**src/rtl/shift_pkg.sv**
```systemverilog
// Shared definitions for the ALSU shift path and its serial receive side.
package shift_pkg;

    typedef enum logic [1:0] {
        IDLE    = 2'd0,
        COLLECT = 2'd1,
        FULL    = 2'd2
    } collect_state_e;

    localparam logic DIR_LEFT  = 1'b1;
    localparam logic DIR_RIGHT = 1'b0;

endpackage

```
**src/rtl/word_out_slice.sv**
```systemverilog
// One-entry valid/ready output register; a load may coincide with a drain.
module word_out_slice #(
    parameter int WIDTH = 6
) (
    input  logic             clk,
    input  logic             rst,
    input  logic             load_i,
    input  logic [WIDTH-1:0] data_i,
    input  logic             ready_i,
    output logic             valid_o,
    output logic [WIDTH-1:0] data_o
);

    logic             valid_q, valid_d;
    logic [WIDTH-1:0] data_q, data_d;

    always_comb begin
        valid_d = valid_q;
        data_d  = data_q;
        if (load_i) begin
            valid_d = 1'b1;
            data_d  = data_i;
        end else if (valid_q && ready_i) begin
            valid_d = 1'b0;
        end
    end

    always_ff @(posedge clk) begin
        if (rst) begin
            valid_q <= 1'b0;
            data_q  <= '0;
        end else begin
            valid_q <= valid_d;
            data_q  <= data_d;
        end
    end

    assign valid_o = valid_q;
    assign data_o  = data_q;

endmodule

```
**src/rtl/serial_word_collector.sv**
```systemverilog
// Assembles a serial bit stream into WIDTH-bit words, shifting left or right
// like the ALSU shift unit, and hands them out through a one-entry buffer.
module serial_word_collector
    import shift_pkg::*;
#(
    parameter int WIDTH = 6,
    parameter int CNT_W = $clog2(WIDTH + 1)
) (
    input  logic             clk,
    input  logic             rst,
    input  logic             bit_valid,
    input  logic             bit_in,
    output logic             bit_ready,
    input  logic             direction,
    input  logic             flush,
    output logic             word_valid,
    output logic [WIDTH-1:0] word_data,
    input  logic             word_ready,
    output logic [CNT_W-1:0] bit_count,
    output logic             overflow
);

    localparam logic [CNT_W-1:0] CNT_LAST = CNT_W'(WIDTH - 1);
    localparam logic [CNT_W-1:0] CNT_FULL = CNT_W'(WIDTH);
    localparam logic [CNT_W-1:0] CNT_ONE  = CNT_W'(1);

    collect_state_e   state_q, state_d;
    logic [CNT_W-1:0] cnt_q, cnt_d;
    logic [WIDTH-1:0] asm_q, asm_d;
    logic             dir_q, dir_d;
    logic             ovf_q, ovf_d;

    logic             accept;
    logic             drain;
    logic             eff_dir;
    logic [WIDTH-1:0] shifted;
    logic             load;
    logic [WIDTH-1:0] load_data;

    assign bit_ready = (state_q != FULL);
    assign accept    = bit_valid && bit_ready && !flush;
    assign drain     = word_valid && word_ready;

    // The first bit of a frame uses the live direction; later bits use the latch.
    assign eff_dir = (cnt_q == '0) ? direction : dir_q;
    assign shifted = (eff_dir == DIR_LEFT) ? {asm_q[WIDTH-2:0], bit_in}
                                           : {bit_in, asm_q[WIDTH-1:1]};

    always_comb begin
        state_d   = state_q;
        cnt_d     = cnt_q;
        asm_d     = asm_q;
        dir_d     = dir_q;
        load      = 1'b0;
        load_data = shifted;
        ovf_d     = ovf_q || (bit_valid && !bit_ready && !flush);

        if (flush) begin
            state_d = IDLE;
            cnt_d   = '0;
            asm_d   = '0;
        end else begin
            unique case (state_q)
                IDLE, COLLECT: begin
                    if (accept) begin
                        if (cnt_q == '0) begin
                            dir_d = direction;
                        end
                        if (cnt_q == CNT_LAST) begin
                            if (!word_valid || drain) begin
                                load    = 1'b1;
                                state_d = IDLE;
                                cnt_d   = '0;
                                asm_d   = '0;
                            end else begin
                                state_d = FULL;
                                cnt_d   = CNT_FULL;
                                asm_d   = shifted;
                            end
                        end else begin
                            state_d = COLLECT;
                            cnt_d   = cnt_q + CNT_ONE;
                            asm_d   = shifted;
                        end
                    end
                end
                FULL: begin
                    if (drain) begin
                        load      = 1'b1;
                        load_data = asm_q;
                        state_d   = IDLE;
                        cnt_d     = '0;
                        asm_d     = '0;
                    end
                end
                default: begin
                    state_d = IDLE;
                    cnt_d   = '0;
                    asm_d   = '0;
                end
            endcase
        end
    end

    always_ff @(posedge clk) begin
        if (rst) begin
            state_q <= IDLE;
            cnt_q   <= '0;
            asm_q   <= '0;
            dir_q   <= DIR_LEFT;
            ovf_q   <= 1'b0;
        end else begin
            state_q <= state_d;
            cnt_q   <= cnt_d;
            asm_q   <= asm_d;
            dir_q   <= dir_d;
            ovf_q   <= ovf_d;
        end
    end

    word_out_slice #(
        .WIDTH(WIDTH)
    ) u_out (
        .clk    (clk),
        .rst    (rst),
        .load_i (load),
        .data_i (load_data),
        .ready_i(word_ready),
        .valid_o(word_valid),
        .data_o (word_data)
    );

    assign bit_count = cnt_q;
    assign overflow  = ovf_q;

endmodule

```
**config.mk**
```make
export PLATFORM = sky130hd
export DESIGN_NAME = serial_word_collector
export DESIGN_NICKNAME = d
export VERILOG_FILES = /design/src/rtl/shift_pkg.sv /design/src/rtl/word_out_slice.sv /design/src/rtl/serial_word_collector.sv
export SDC_FILE = /design/constraint.sdc
export NUM_CORES = 1
export LEC_CHECK = 0
export BUFFER_PORTS_ARGS = -buffer_cell sky130_fd_sc_hd__buf_2
export CAP_MARGIN = 20
export CORE_UTILIZATION = 40
export DETAILED_ROUTE_END_ITERATION = 10
export PLACE_DENSITY = 0.7
export SYNTH_ARGS = -nofsm -noshare
export SYNTH_HDL_FRONTEND = slang
export SYNTH_HIERARCHICAL = 1
export SYNTH_SLANG_ARGS = --single-unit
```
**constraint.sdc**
```tcl
create_clock -name clk -period 4.55 [get_ports clk]
set_clock_uncertainty 0.15 [all_clocks]
set_input_delay 0 -clock clk [delete_from_list [all_inputs] [get_ports clk]]
set_output_delay 0 -clock clk [all_outputs]
set_load 0.01 [all_outputs]
```
# [Word-level counts from Yosys, hierarchy flattened]
# Index checks and enable logic that the tools add are counted.
# Widths: inputs -> output; s select.
[op_classes] bitwise=1 n_mux=28 eq_ne=6 reduce_logical=17 n_addsub=1
[op_table] cell="$mux 6" n=8
[op_table] cell="$mux 3" n=4
[op_table] cell="$pmux 6 s2" n=1
[op_table] cell="$mux 1" n=8
[op_table] cell="$mux 2" n=4
[op_table] cell="$ne 2x2->1 const B" n=3
[op_table] cell="$pmux 3 s2" n=1
[op_table] cell="$logic_and 1x1->1" n=5
[op_table] cell="$pmux 2 s2" n=1
[op_table] cell="$reduce_or 2->1" n=2
[op_table] cell="$add 3x1->3 const B" n=1
[op_table] cell="$eq 3x3->1 const B" n=1
[op_table] cell="$logic_not 1->1" n=3
[op_table] cell="$logic_not 3->1" n=1
[op_table] cell="$reduce_and 3->1" n=1
[op_table] cell="$eq 2x1->1 const B" n=1
[op_table] cell="$eq 2x2->1 const B" n=1
[op_table] cell="$logic_not 2->1" n=1
[op_table] cell="$logic_or 1x1->1" n=2
[op_table] cell="$pmux 1 s2" n=1
[op_table] cell="$reduce_and 2->1" n=1
[op_table] cell="$reduce_bool 2->1" n=1
[op_table] cell="$not 1->1" n=1
[word_totals] output_inout_bits=12 word_cells=60 regBits=20

# [Logic depth before layout (Yosys ltp)]
# Gate-level depths: netlist of run 1.
[depth] depth_word=8 mapped_depth=8

# [Hierarchy]
# Netlist of run 1, hierarchy kept.
[modules_own_cells] mod="serial_word_collector" area_each_um2=752.0 cells_each=74 seq_area_each_um2=260.2 n_inst=1
[modules_own_cells] mod="word_out_slice" area_each_um2=249.0 cells_each=23 seq_area_each_um2=140.1 n_inst=1

# [Worst setup path after synthesis of run 1]
# OpenSTA, ideal clock, no wires.
[synth_path] kind="register -> register" from="register cnt_q[0] (netlist: bit_count[0])" to="register u_out.data_q[2] (netlist: u_out/data_o[2])" period_less_slack_ps=2189 path_stages_with_launch=9 t_arrival_ps=1925 setup_ps=114 path_slack_ps=2361 cell_sequence="dfxtp_1 > inv_1 > ha_1 > nor2b_4 > mux2i_2 > mux2_2 > mux2_2 > mux2i_1 > nor2_1"
[synth_via] elab_chain_len=6 elab_cells_between_ends=11 cone_classes="eq/ne: 1; mux: 9; reduce/logical: 1"
[synth_lines] item="start, declared" line_no="serial_word_collector.sv:28" text="logic [CNT_W-1:0] cnt_q, cnt_d;"
[synth_lines] item="start signal, assigned" line_no="serial_word_collector.sv:114" text="cnt_q <= cnt_d;"
[synth_lines] item="$logic_not 3->1 (*)" line_no="serial_word_collector.sv:45" text="assign eff_dir = (cnt_q == '0) ? direction : dir_q;"
[synth_lines] item="$mux 1 (*)"
[synth_lines] item="$mux 6 (*)" line_no="serial_word_collector.sv:46" text="assign shifted = (eff_dir == DIR_LEFT) ? {asm_q[WIDTH-2:0], bit_in}"
[synth_lines] item="$mux 6" line_no="serial_word_collector.sv:88" text="if (drain) begin"
[synth_lines] item="$mux 6" line_no="serial_word_collector.sv:63" text="unique case (state_q)"
[synth_lines] item="$mux 6 (*)" line_no="serial_word_collector.sv:58" text="if (flush) begin"
[synth_lines] item="named net load_data[2]" line_no="serial_word_collector.sv:38" text="logic [WIDTH-1:0] load_data;"
[synth_lines] item="end signal, assigned" line_no="word_out_slice.sv:34" text="data_q <= data_d;"
[synth_lines] item="end, declared" line_no="word_out_slice.sv:15" text="logic [WIDTH-1:0] data_q, data_d;"
# Mark *: on every way through the listed nets, which the timed path passes. The rest lies on a longest branch.
# A chain may end at the register's enable or synchronous reset.

# [Worst setup path after layout of run 1]
[layout_path] from="register state_q[1]" to="register u_out.valid_q (netlist: u_out/valid_o)"
[layout_via] elab_chain_len=7 elab_cells_between_ends=12 cone_classes="eq/ne: 3; mux: 4; reduce/logical: 5"
[layout_lines] item="start, declared" line_no="serial_word_collector.sv:27" text="collect_state_e state_q, state_d;"
[layout_lines] item="start signal, assigned" line_no="serial_word_collector.sv:113" text="state_q <= state_d;"
[layout_lines] item="$ne 2x2->1" line_no="serial_word_collector.sv:40" text="assign bit_ready = (state_q != FULL);"
[layout_lines] item="$logic_and 1x1->1 (2 in a row)" line_no="serial_word_collector.sv:41" text="assign accept = bit_valid && bit_ready && !flush;"
[layout_lines] item="$mux 1" line_no="serial_word_collector.sv:65" text="if (accept) begin"
[layout_lines] item="$pmux 1 s2 (*)" line_no="serial_word_collector.sv:63"
[layout_lines] item="$mux 1 (*)" line_no="serial_word_collector.sv:58"
[layout_lines] item="named net load" line_no="serial_word_collector.sv:37" text="logic load;"
[layout_lines] item="$mux 1 or $reduce_bool 2->1 (tied branches)"
[layout_lines] item="end signal, assigned" line_no="word_out_slice.sv:33" text="valid_q <= valid_d;"
[layout_lines] item="end, declared" line_no="word_out_slice.sv:14" text="logic valid_q, valid_d;"
# Marked as above.

==> impl_results.md, run 1 <==
- Worst slew margin: 27.2%
- Worst Hold Class: flip-flop to flip-flop
- Clock Latency Late Sink: 0.29 ns
- NetSw: 0.0000694 W
- Slew Viols, Final: 0
- Total routed wirelength: 2.02 mm
- I/O Pins: 19
- Sequential share of the synthesized area: about 40%
- Final core occ: 54.6%
- Num CTS Buffers: 3
- Delay of the slowest cell on the worst path: between 0.8 and 0.9 ns
- Synthesis-stage register bit count: 20
- Clock Path Buffers: 2
- ANT cells: 0
- CTS Hold Buffers Added: 9
- VDD IR max: 0.194 mV
- Placed Area: 1120 um2
- Max Cap Viol: 0
- H-tree Lvls: 1
- Synth Warn #: 6
- Top_reg_cell synth: dfxtp_1
- Residual DRC: 0
- Combinational share of power: 9.3%
- Congestion Overflow GR: 0
- Global-route wire length before repair: 3.45 mm
- Vias in the first global route: about 760
- Drt first-iter violations: 17
- Post-CTS Resized: 0
- Multi-input logic area: 579 um2
- Asr flop ratio synth: 0%
- Internal: 0.000240 W
- Root Driver: clkbuf_4
- Fillcell total: approximately 200
- Top delay family on crit path: compound AO/OA/AOI/OAI gates
- Die H: 52.0 um
- Via count: 811
- Power Total: 0.000310 W
- Power Density: around 250 nW/um2
- Crit path kind: flip-flop to flip-flop
- Unrepaired setup endpoints after global routing: false
- CP Buf/Inv Count: 2
- Final net count: 137
- Status: finished clean
- Row count: 17
- Setup TNS: 0 ns
- CP required: 4.65 ns
- CP cell instances: nor3b_2, a22oi_1, a2111oi_2, inv_1, a21oi_1, dlygate4sd3_1
- Unique cell type count in the Yosys netlist: 33
- Fraction of layout cells with a size suffix above 1: 32.5%
- Crit path capture type: flip-flop
- Crit Path Max Fanout: 7
- Clk network pwr share: 33.1%
- Gate Count Post-Synth: 97
- Period utilization: roughly 64%
- Crit path launch type: flip-flop
- Design Area, Final: 1240 um2
- Setup repair bufs after CTS: 0
- Post-synth EDFFs: 0
- Mapped Avg Cell Area: 10.3 um2
- Horiz. Die Dim: around 52 um
- Drt first pass iters: 4
- Average wire per standard cell: 13.1 um
- DP Cell Count: 141
- CTS tree: yes
- Vias per cell: 5.27
- Seq pwr share: between 50 and 60%
- Final setup violation count: 0
- Switching share of power: between 20% and 30%
- Worst-path clk slew: 0.11 ns
- Worst-margin pin slew: between 1 and 1.5 ns
- Tmin final: 2.91 ns
- Post-DRT Antenna Nets: 0
- Die area: 2710 um2
- Port Buf Inserts: 18
- FMAX: 343 MHz
- Leakage: 0.501 nW
- Fin cells: 154
- Layout area overhead: 24.1%
- Largest net degree at the start of global routing: 12
- Final HPWL DP: 1.45 mm
- Sequential Area: 400 um2
- CORE AREA: 2280 um2
- Post-Syn Area: 1000 um2
- Syn nets: 107
- Initial antenna violation count: 0
- Number of clock sinks: 20
- Hold Violations, Final: 0
- CP max-delay cell: a2111oi_2
- Starting density of the core: 44.0%
- GRT Overall Usage: 16.8%
- Worst Path Arrival: 3.01 ns
- Routability congestion estimate: 0.775
sequential cells by signal, indices dropped and copies added, names as in the netlist:
| register | cells |
|---|---|
| asm_q | 6 |
| bit_count | 3 |
| dir_q | 1 |
| overflow | 1 |
| state_q | 2 |
| u_out/data_o | 6 |
| u_out/valid_o | 1 |
cell type report:
| cell class | instances | share of cell area [%] |
|---|---|---|
| multi-input cells | 72 | 46.6 |
| repair buffers | 27 | 14.5 |
| flip-flops and latches | 20 | 32.2 |
| clock buffers | 4 | 2.92 |
| inverters | 3 | 0.906 |
| well taps | 28 | 2.82 |
tightest hold or removal path: cells and delay by family (launching register included):
kind,cells,cell delay (ns)
DFF,1,0.34
and+or+nand+nor,2,0.11
cells by family (layout without fill, tap and decap cells):
family | after synthesis | after routing | synth area share (%)
AND/OR/NAND/NOR | 29 | 29 | 15.9
AO/OA/AOI/OAI | 21 | 21 | 16.8
flip-flops | 20 | 20 | 40.0
multiplexers | 19 | 19 | 20.9
buffers and inverters | 5 | 34 | 2.75
adder cells (fa/ha/maj) | 3 | 3 | 3.75
cells in the final DEF (no fill, tap or decap), drive strengths merged:
cell / n
a32o: 6
buf: 18
inv: 3
nor2: 12
dlygate4sd3: 9
and2: 2
o21a: 1
clkbuf: 4
mux2i: 7
nand3b: 1
a311o: 1
nor3: 1
nand2: 5
ha: 3
or2: 1
nor3b: 2
nand2b: 2
nand3: 1
a21boi: 1
a2111oi: 2
a22oi: 2
o21ai: 1
a21o: 1
mux2: 12
a21oi: 5
dfxtp: 20
o211ai: 1
nor2b: 2
per-stage QoR:
stage,setup slack (ns),hold slack (ns)
6_report,1.64,0.326
4_1_cts,1.70,0.339
5_1_grt,1.42,0.372
3_5_place_dp,2.11,0.0887
3_3_place_gp,2.11,0.0781
2_1_floorplan,2.36,-0.0809
power groups by stage:
| stage | clock network [W] | registers (W) | logic, W |
|---|---|---|---|
| 6_report | 0.000102 | 0.000178 | 0.0000289 |
| 3_3_place_gp | 0 | 0.000182 | 0.0000229 |
| 4_1_cts | 0.000106 | 0.000178 | 0.0000287 |
| 5_1_grt | 0.000111 | 0.000179 | 0.0000317 |
| 2_1_floorplan | 0 | 0.000182 | 0.0000145 |
| 3_5_place_dp | 0 | 0.000182 | 0.0000232 |
synthesized netlist by cell type (2+ instances only):
master,instances,area (um2)
a21oi_1,4,20.0
a22oi_1,2,15.0
dfxtp_1,20,400
mux2_1,2,22.5
mux2_2,10,113
ha_1,3,37.5
inv_1,3,11.3
nand2_1,5,18.8
nor2_1,12,45.0
a32o_1,6,60.1
nand2b_1,2,12.5
mux2i_1,6,60.1
a2111oi_0,2,17.5
path summary, 6_finish.rpt:
path	startpoint	to	slack, ns	depth (start not counted)
max	state_q[1]$_SDFFE_PP0P_	u_out/valid_o$_SDFFE_PP0P_	1.64	6
min	overflow$_SDFF_PP0_	overflow$_SDFF_PP0_	0.33	2
max reg2reg	state_q[1]$_SDFFE_PP0P_	u_out/valid_o$_SDFFE_PP0P_	1.64	6
min reg2reg	overflow$_SDFF_PP0_	overflow$_SDFF_PP0_	0.33	2
layer usage:
layer | GRT usage, % | share of wire (%) | vias to the layer above
met2 | 26.1 | 48 | 8
li1 | - | - | 414
met5 | 0 | 0 | -
met3 | 3.51 | 2.6 | 0
met4 | 4.05 | 0 | 0
met1 | 23.6 | 49 | 389
Note: power is estimated with default switching activity, not from simulation.
==> inputs of run 2 (changes only) <==
--- a/config.mk
+++ b/config.mk
@@ -9,7 +9,7 @@
 export CAP_MARGIN = 20
 export CORE_UTILIZATION = 40
 export DETAILED_ROUTE_END_ITERATION = 10
-export PLACE_DENSITY = 0.7
+export PLACE_DENSITY = 0.72
 export SYNTH_ARGS = -nofsm -noshare
 export SYNTH_HDL_FRONTEND = slang
 export SYNTH_HIERARCHICAL = 1
==> constraint.sdc (replaced) <==
create_clock -name clk -period 2.4 [get_ports clk]
set_clock_uncertainty 0.15 [all_clocks]
set_input_delay 0 -clock clk [delete_from_list [all_inputs] [get_ports clk]]
set_output_delay 0 -clock clk [all_outputs]
set_load 0.01 [all_outputs]
==> run 2 against run 1 <==
Effect of this change: final area is 1.5% higher; combinational power is 97% higher; routed wire length is 1.5% lower; first-iteration DRC count is 82% higher; register-to-register slack got worse by 1.4 ns; fmax increased by 33%; sequential power rose by 90%.
==> impl_results.md, run 2 (synthesis gave the netlist of run 1 again) <==
- Clock Latency Late Sink: 0.30 ns (about the same)
- Commonest non-fill, non-tap cell in the layout: dfxtp_1
- Delay of the slowest cell on the worst path: 0.38 ns (-0.49 ns)
- Seq pwr share: 61.2% (+3.6 points)
- Setup TNS: 0 ns (unchanged)
- Met2 routed WL: 872 um (-10%)
- CP cell instances: inv_1, ha_1, nor2b_4, mux2i_4, mux2_2, mux2_2, mux2i_1, nor2_1
- CP max-delay cell: mux2_2
- Wl on met1: 967 um (-3.1%)
- Drt first pass iters: 4 (unchanged)
- Top Layer Used: met4
- Power Density: 438 nW/um2 (+76%)
- Horiz. Die Dim: 52.0 um (unchanged)
- Sequential Area: 402 um2 (+0.31%)
- Internal: 0.000424 W (+76%)
- Final net count: 140 (+2.2%)
- Number of clock sinks: 20 (unchanged)
- Largest net degree at the start of global routing: 12 (unchanged)
- Worst r2r path cells: 8 (+2)
- R2r setup slk: 0.20 ns (-1.43 ns)
- Combinational share of power: 10.3% (+1.0 points)
- NetSw: 0.000129 W (+86%)
- VDD IR max: 0.330 mV (+70%)
- H-tree Lvls: 1 (unchanged)
- Starting density of the core: 44.0% (unchanged)
- Final Worst Setup Slack: 0.202 ns (-1.43 ns)
- Vias in the first global route: 743 (-2.0%)
- Worst slew margin: 67.6% (+40 points)
- Clk network pwr share: 28.5% (-4.6 points)
- Leakage: 0.512 nW (+2.2%)
- Row count: 17 (unchanged)
- Worst Path Arrival: 2.25 ns (-0.76 ns)
- Congestion Overflow GR: 0 (unchanged)
- Hold Slack: 0.326 ns (-0.000263 ns)
- Initial antenna violation count: 0 (unchanged)
- Switching share of power: 23.3% (+0.93 points)
- Root Driver: clkbuf_4
- Multi-input logic area: 588 um2 (+1.5%)
- Average wire per standard cell: 12.8 um (-2.7%)
- Global-route wire length before repair: 3.31 mm (-4.0%)
- I/O Pins: 19 (unchanged)
- Most frequent cells in the layout: dfxtp_1, buf_2, nor2_1
- WL met3: 107 um (+100%)
- Hold Violations, Final: 0 (unchanged)
- Crit path launch type: flip-flop
- Worst-margin pin slew: 0.484 ns (-0.606 ns)
- Via count: 840 (+3.6%)
- Vias per cell: 5.38 (+2.2%)
- Fraction of layout cells with a size suffix above 1: 34.4% (+1.8 points)
- Worst R2R End: u_out/data_o[4]$_SDFFE_PP0P_
- Max Cap Viol: 0 (unchanged)
- Clock Path Buffers: 2 (unchanged)
- Crit Path Max Fanout: 6 (-1)
- Die area: 2710 um2 (unchanged)
- Post-Place Worst Slack: 0.0915 ns (-2.02 ns)
- R2r startpoint: bit_count[1]$_SDFFE_PP0P_
- ANT cells: 0 (unchanged)
- Crit path kind: flip-flop to flip-flop
- Min-Delay Path Depth: 2 (unchanged)
- GRT Overall Usage: 16.5% (-0.38 points)
- Final HPWL DP: 1.47 mm (+1.5%)
- CORE AREA: 2280 um2 (unchanged)
- Unrepaired setup endpoints after global routing: false
- Critical path's most frequent cell: mux2_2
- Hold Path End: overflow$_SDFF_PP0_
- Post-DRT Antenna Nets: 0 (unchanged)
- Num CTS Buffers: 3 (unchanged)
- Fillcell total: 187 (-7.9%)
- Drt first-iter violations: 31 (+14)
- Layout area overhead: 26.0%
- Crit path capture type: flip-flop
- Status: finished clean
- CP required: 2.45 ns (-2.20 ns)
- Slew Viols, Final: 0 (unchanged)
- Tmin final: 2.20 ns (-0.716 ns)
- Power Total: 0.000553 W (+79%)
- Final setup violation count: 0 (unchanged)
- Hold path start: overflow$_SDFF_PP0_
- CTS tree: yes
- Residual DRC: 0 (unchanged)
- Worst Hold Class: flip-flop to flip-flop
- Period utilization: 91.6% (+28 points)
- Total routed wirelength: 1.99 mm (-1.5%)
- Port Buf Inserts: 18 (unchanged)
- Worst-path clk slew: 0.11 ns (about the same)
- Routability congestion estimate: 0.810 (+4.4%)
- Die H: 52.0 um (unchanged)
- FMAX: 455 MHz (+33%)
run 2: changes by cell type in the layout (fill, tap and decap cells not counted), sizes merged:
cell	previous run	this run
buf	18	21
clkbuf	4	3
run 2: metal layers:
layer / vias up / global-route usage [%]
met4: 0 / 6.76
met5: - / 0
li1: 418 / -
met2: 34 / 25.4
met3: 7 / 3.80
met1: 381 / 21.7
run 2: metrics by stage:
step,util (%),cell area [um2],cells
floorplan,-,1000,97
CTS,54.6,1240,155
global placement,49.7,1130,143
detailed placement,49.7,1130,143
global route,55.4,1260,156
finish,55.4,1260,156
run 2: how the worst max path moves through the flow:
stage               depth (start not counted)                      start                           end
floorplan                                   8  bit_count[0]$_SDFFE_PP0P_  u_out/data_o[2]$_SDFFE_PP0P_
global placement                            8  bit_count[0]$_SDFFE_PP0P_  u_out/data_o[4]$_SDFFE_PP0P_
detailed placement                          8  bit_count[0]$_SDFFE_PP0P_  u_out/data_o[4]$_SDFFE_PP0P_
CTS                                         8  bit_count[0]$_SDFFE_PP0P_  u_out/data_o[4]$_SDFFE_PP0P_
global route                                8  bit_count[1]$_SDFFE_PP0P_  u_out/data_o[1]$_SDFFE_PP0P_
finish                                      8  bit_count[1]$_SDFFE_PP0P_  u_out/data_o[4]$_SDFFE_PP0P_
run 2: final cells by class:
class                           instances  share of cell area [%]
Timing Repair Buffer                   30                    16.1
Multi-Input combinational cell         72                    46.6
Inverter                                3                   0.893
Sequential cell                        20                    31.8
Clock buffer                            3                    1.79
Tap cell                               28                    2.78
run 2: worst max-delay path: cells and delay by family (launching register included):
kind	cells	cell delay (ns)
adders and majority gates	1	0.14
buffers and inverters	1	0.09
DFF	1	0.35
muxes	4	1.12
and+or+nand+nor	2	0.23
run 2: what timing repair did:
| item | 4_1_cts | 5_1_grt |
|---|---|---|
| hold buffers | 9 | 0 |
| endpoints found under the setup margin | 0 | 7 |
| buffers inserted | 0 | 1 |
| resized for setup | 0 | 2 |
| hold endpoints to repair | 16 | 0 |
run 2: power groups by stage:
stage | sequential (W) | combinational (W) | clock [W]
floorplan | 0.000345 | 0.0000276 | 0
global placement | 0.000345 | 0.0000445 | 0
detailed placement | 0.000346 | 0.0000454 | 0
CTS | 0.000338 | 0.0000555 | 0.000163
global route | 0.000339 | 0.0000623 | 0.000174
finish | 0.000338 | 0.0000568 | 0.000158
==> inputs of run 3 (changes only) <==
--- a/config.mk
+++ b/config.mk
@@ -7,6 +7,7 @@
 export LEC_CHECK = 0
 export BUFFER_PORTS_ARGS = -buffer_cell sky130_fd_sc_hd__buf_2
 export CAP_MARGIN = 20
+export CORE_ASPECT_RATIO = 1.4
 export CORE_UTILIZATION = 40
 export DETAILED_ROUTE_END_ITERATION = 10
 export PLACE_DENSITY = 0.72
==> run 3 against run 2 <==
Effect of this change: clock-buffer cell count increased by 1; total power grew 7.6%; cell count grew 4.5%; critical path depth up 1; clock power is 25% higher; combinational power increased by 2%; global-route usage rose by 1.5 points.
==> impl_results.md, run 3 (synthesis gave the netlist of run 1 again) <==
- H-tree Lvls: 1 (unchanged)
- Crit path kind: flip-flop to flip-flop
- Design Area, Final: 1280 um2 (+1.7%)
- Largest net degree at the start of global routing: 12 (unchanged)
- Final setup violation count: 0 (unchanged)
- Clock Path Buffers: 2 (unchanged)
- Horiz. Die Dim: 44.3 um (-15%)
- VDD IR max: 0.313 mV (-5.1%)
- Worst slew margin: 65.7% (-1.9 points)
- Leakage: 0.519 nW (+1.4%)
- Drt first pass iters: 4 (unchanged)
- Tmin final: 2.21 ns (+0.00906 ns)
- Power Total: 0.000595 W (+7.6%)
- Multi-input logic area: 588 um2 (unchanged)
- Total routed wirelength: 2.11 mm (+6.0%)
- Hold Slack: 0.325 ns (-0.000810 ns)
- GRT Overall Usage: 18.0% (+1.5 points)
- Placed Area: 1140 um2 (+0.66%)
- CORE AREA: 2390 um2 (+5.1%)
- Worst Path Arrival: 2.31 ns (+0.06 ns)
- Via count: 847 (+0.83%)
- Crit Path Max Fanout: 5 (-1)
- Status: finished clean
- Period utilization: 91.9% (+0.38 points)
- Vias in the first global route: 869 (+17%)
- Average wire per standard cell: 13.0 um (+1.4%)
- Worst Hold Class: flip-flop to flip-flop
- CTS tree: yes
- Crit path capture type: flip-flop
- Congestion Overflow GR: 0 (unchanged)
- Crit path launch type: flip-flop
- Post-DRT Antenna Nets: 0 (unchanged)
- Num CTS Buffers: 3 (unchanged)
- Commonest non-fill, non-tap cell in the layout: dfxtp_1
- Number of clock sinks: 20 (unchanged)
- Max Cap Viol: 0 (unchanged)
- Fraction of layout cells with a size suffix above 1: 34.9% (+0.51 points)
- Sequential Area: 402 um2 (unchanged)
- Final core occ: 53.6% (-1.8 points)
- Drt first-iter violations: 16 (-48%)
- Worst-path clk slew: 0.11 ns (about the same)
- Final HPWL DP: 1.44 mm (-1.9%)
- Hold Violations, Final: 0 (unchanged)
- Layout area overhead: 28.1%
- Worst-margin pin slew: 0.512 ns (+0.0282 ns)
- Slew Viols, Final: 0 (unchanged)
- Global-route wire length before repair: 3.52 mm (+6.3%)
- Die H: 61.2 um (+18%)
- Most frequent cells in the layout: dfxtp_1, buf_2, nor2_1
- Vias per cell: 5.20 (-3.5%)
- Setup TNS: 0 ns (unchanged)
- ANT cells: 0 (unchanged)
- Initial antenna violation count: 0 (unchanged)
- Routability congestion estimate: 0.833 (+2.9%)
- Unrepaired setup endpoints after global routing: false
- Row count: 21 (+4)
- Clock Latency Late Sink: 0.31 ns (about the same)
- Power Density: 464 nW/um2 (+5.8%)
- I/O Pins: 19 (unchanged)
- Fillcell total: 218 (+17%)
- Starting density of the core: 41.9% (-2.1 points)
- Root Driver: clkbuf_4
- Die area: 2710 um2 (about the same)
- FMAX: 453 MHz (-0.41%)
- CP required: 2.50 ns (+0.05 ns)
- Residual DRC: 0 (unchanged)
- Final net count: 140 (unchanged)
- Port Buf Inserts: 18 (unchanged)
run 3: worst max-delay path, stage by stage (launching register included):
cell and delay, ns:
dfxtp_1 0.36, inv_1 0.09, ha_1 0.18, and2_2 0.20, a22oi_1 0.09, a2111oi_2 0.24, buf_4 0.17, inv_1 0.03
a21oi_1 0.10, dlygate4sd3_1 0.55
run 3: metrics by stage:
step,worst slack (ns),instances
floorplan,0.211,97
global placement,0.188,149
detailed placement,0.130,149
CTS,0.0742,162
global route,0.0563,163
finish,0.193,163
run 3: worst paths after layout:
path	start	end	slack, ns	cells past startpoint
worst min register to register	overflow$_SDFF_PP0_	overflow$_SDFF_PP0_	0.32	2
worst max register to register	bit_count[1]$_SDFFE_PP0P_	u_out/valid_o$_SDFFE_PP0P_	0.19	9
worst min-delay path	overflow$_SDFF_PP0_	overflow$_SDFF_PP0_	0.32	2
worst max-delay path	bit_count[1]$_SDFFE_PP0P_	u_out/valid_o$_SDFFE_PP0P_	0.19	9
run 3: what timing repair did:
item                                    in CTS  in global routing
endpoints found under the setup margin       0                  7
hold buffers                                 9                  0
buffers inserted                             0                  1
resized for setup                            0                  2
hold endpoints to repair                    16                  0
run 3: cell type report:
class | count | share of cell area, %
Multi-Input combinational cell | 72 | 45.9
Sequential cell | 20 | 31.3
Timing Repair Buffer | 30 | 15.8
Tap cell | 34 | 3.32
Clock buffer | 4 | 2.83
Inverter | 3 | 0.878
run 3: power breakdown:
part	total [W]	internal [W]	switching, W
registers	0.000338	0.000335	0.00000338
logic	0.0000580	0.0000304	0.0000276
clock network	0.000198	0.0000927	0.000106
total	0.000595	0.000458	0.000136
run 3: per-layer routing:
layer	GRT usage [%]	vias up	wire, um
li1	-	420	-
met1	18.6	397	889
met2	33.4	25	1090
met3	3.52	5	86
met4	9.96	0	44
met5	0	-	0
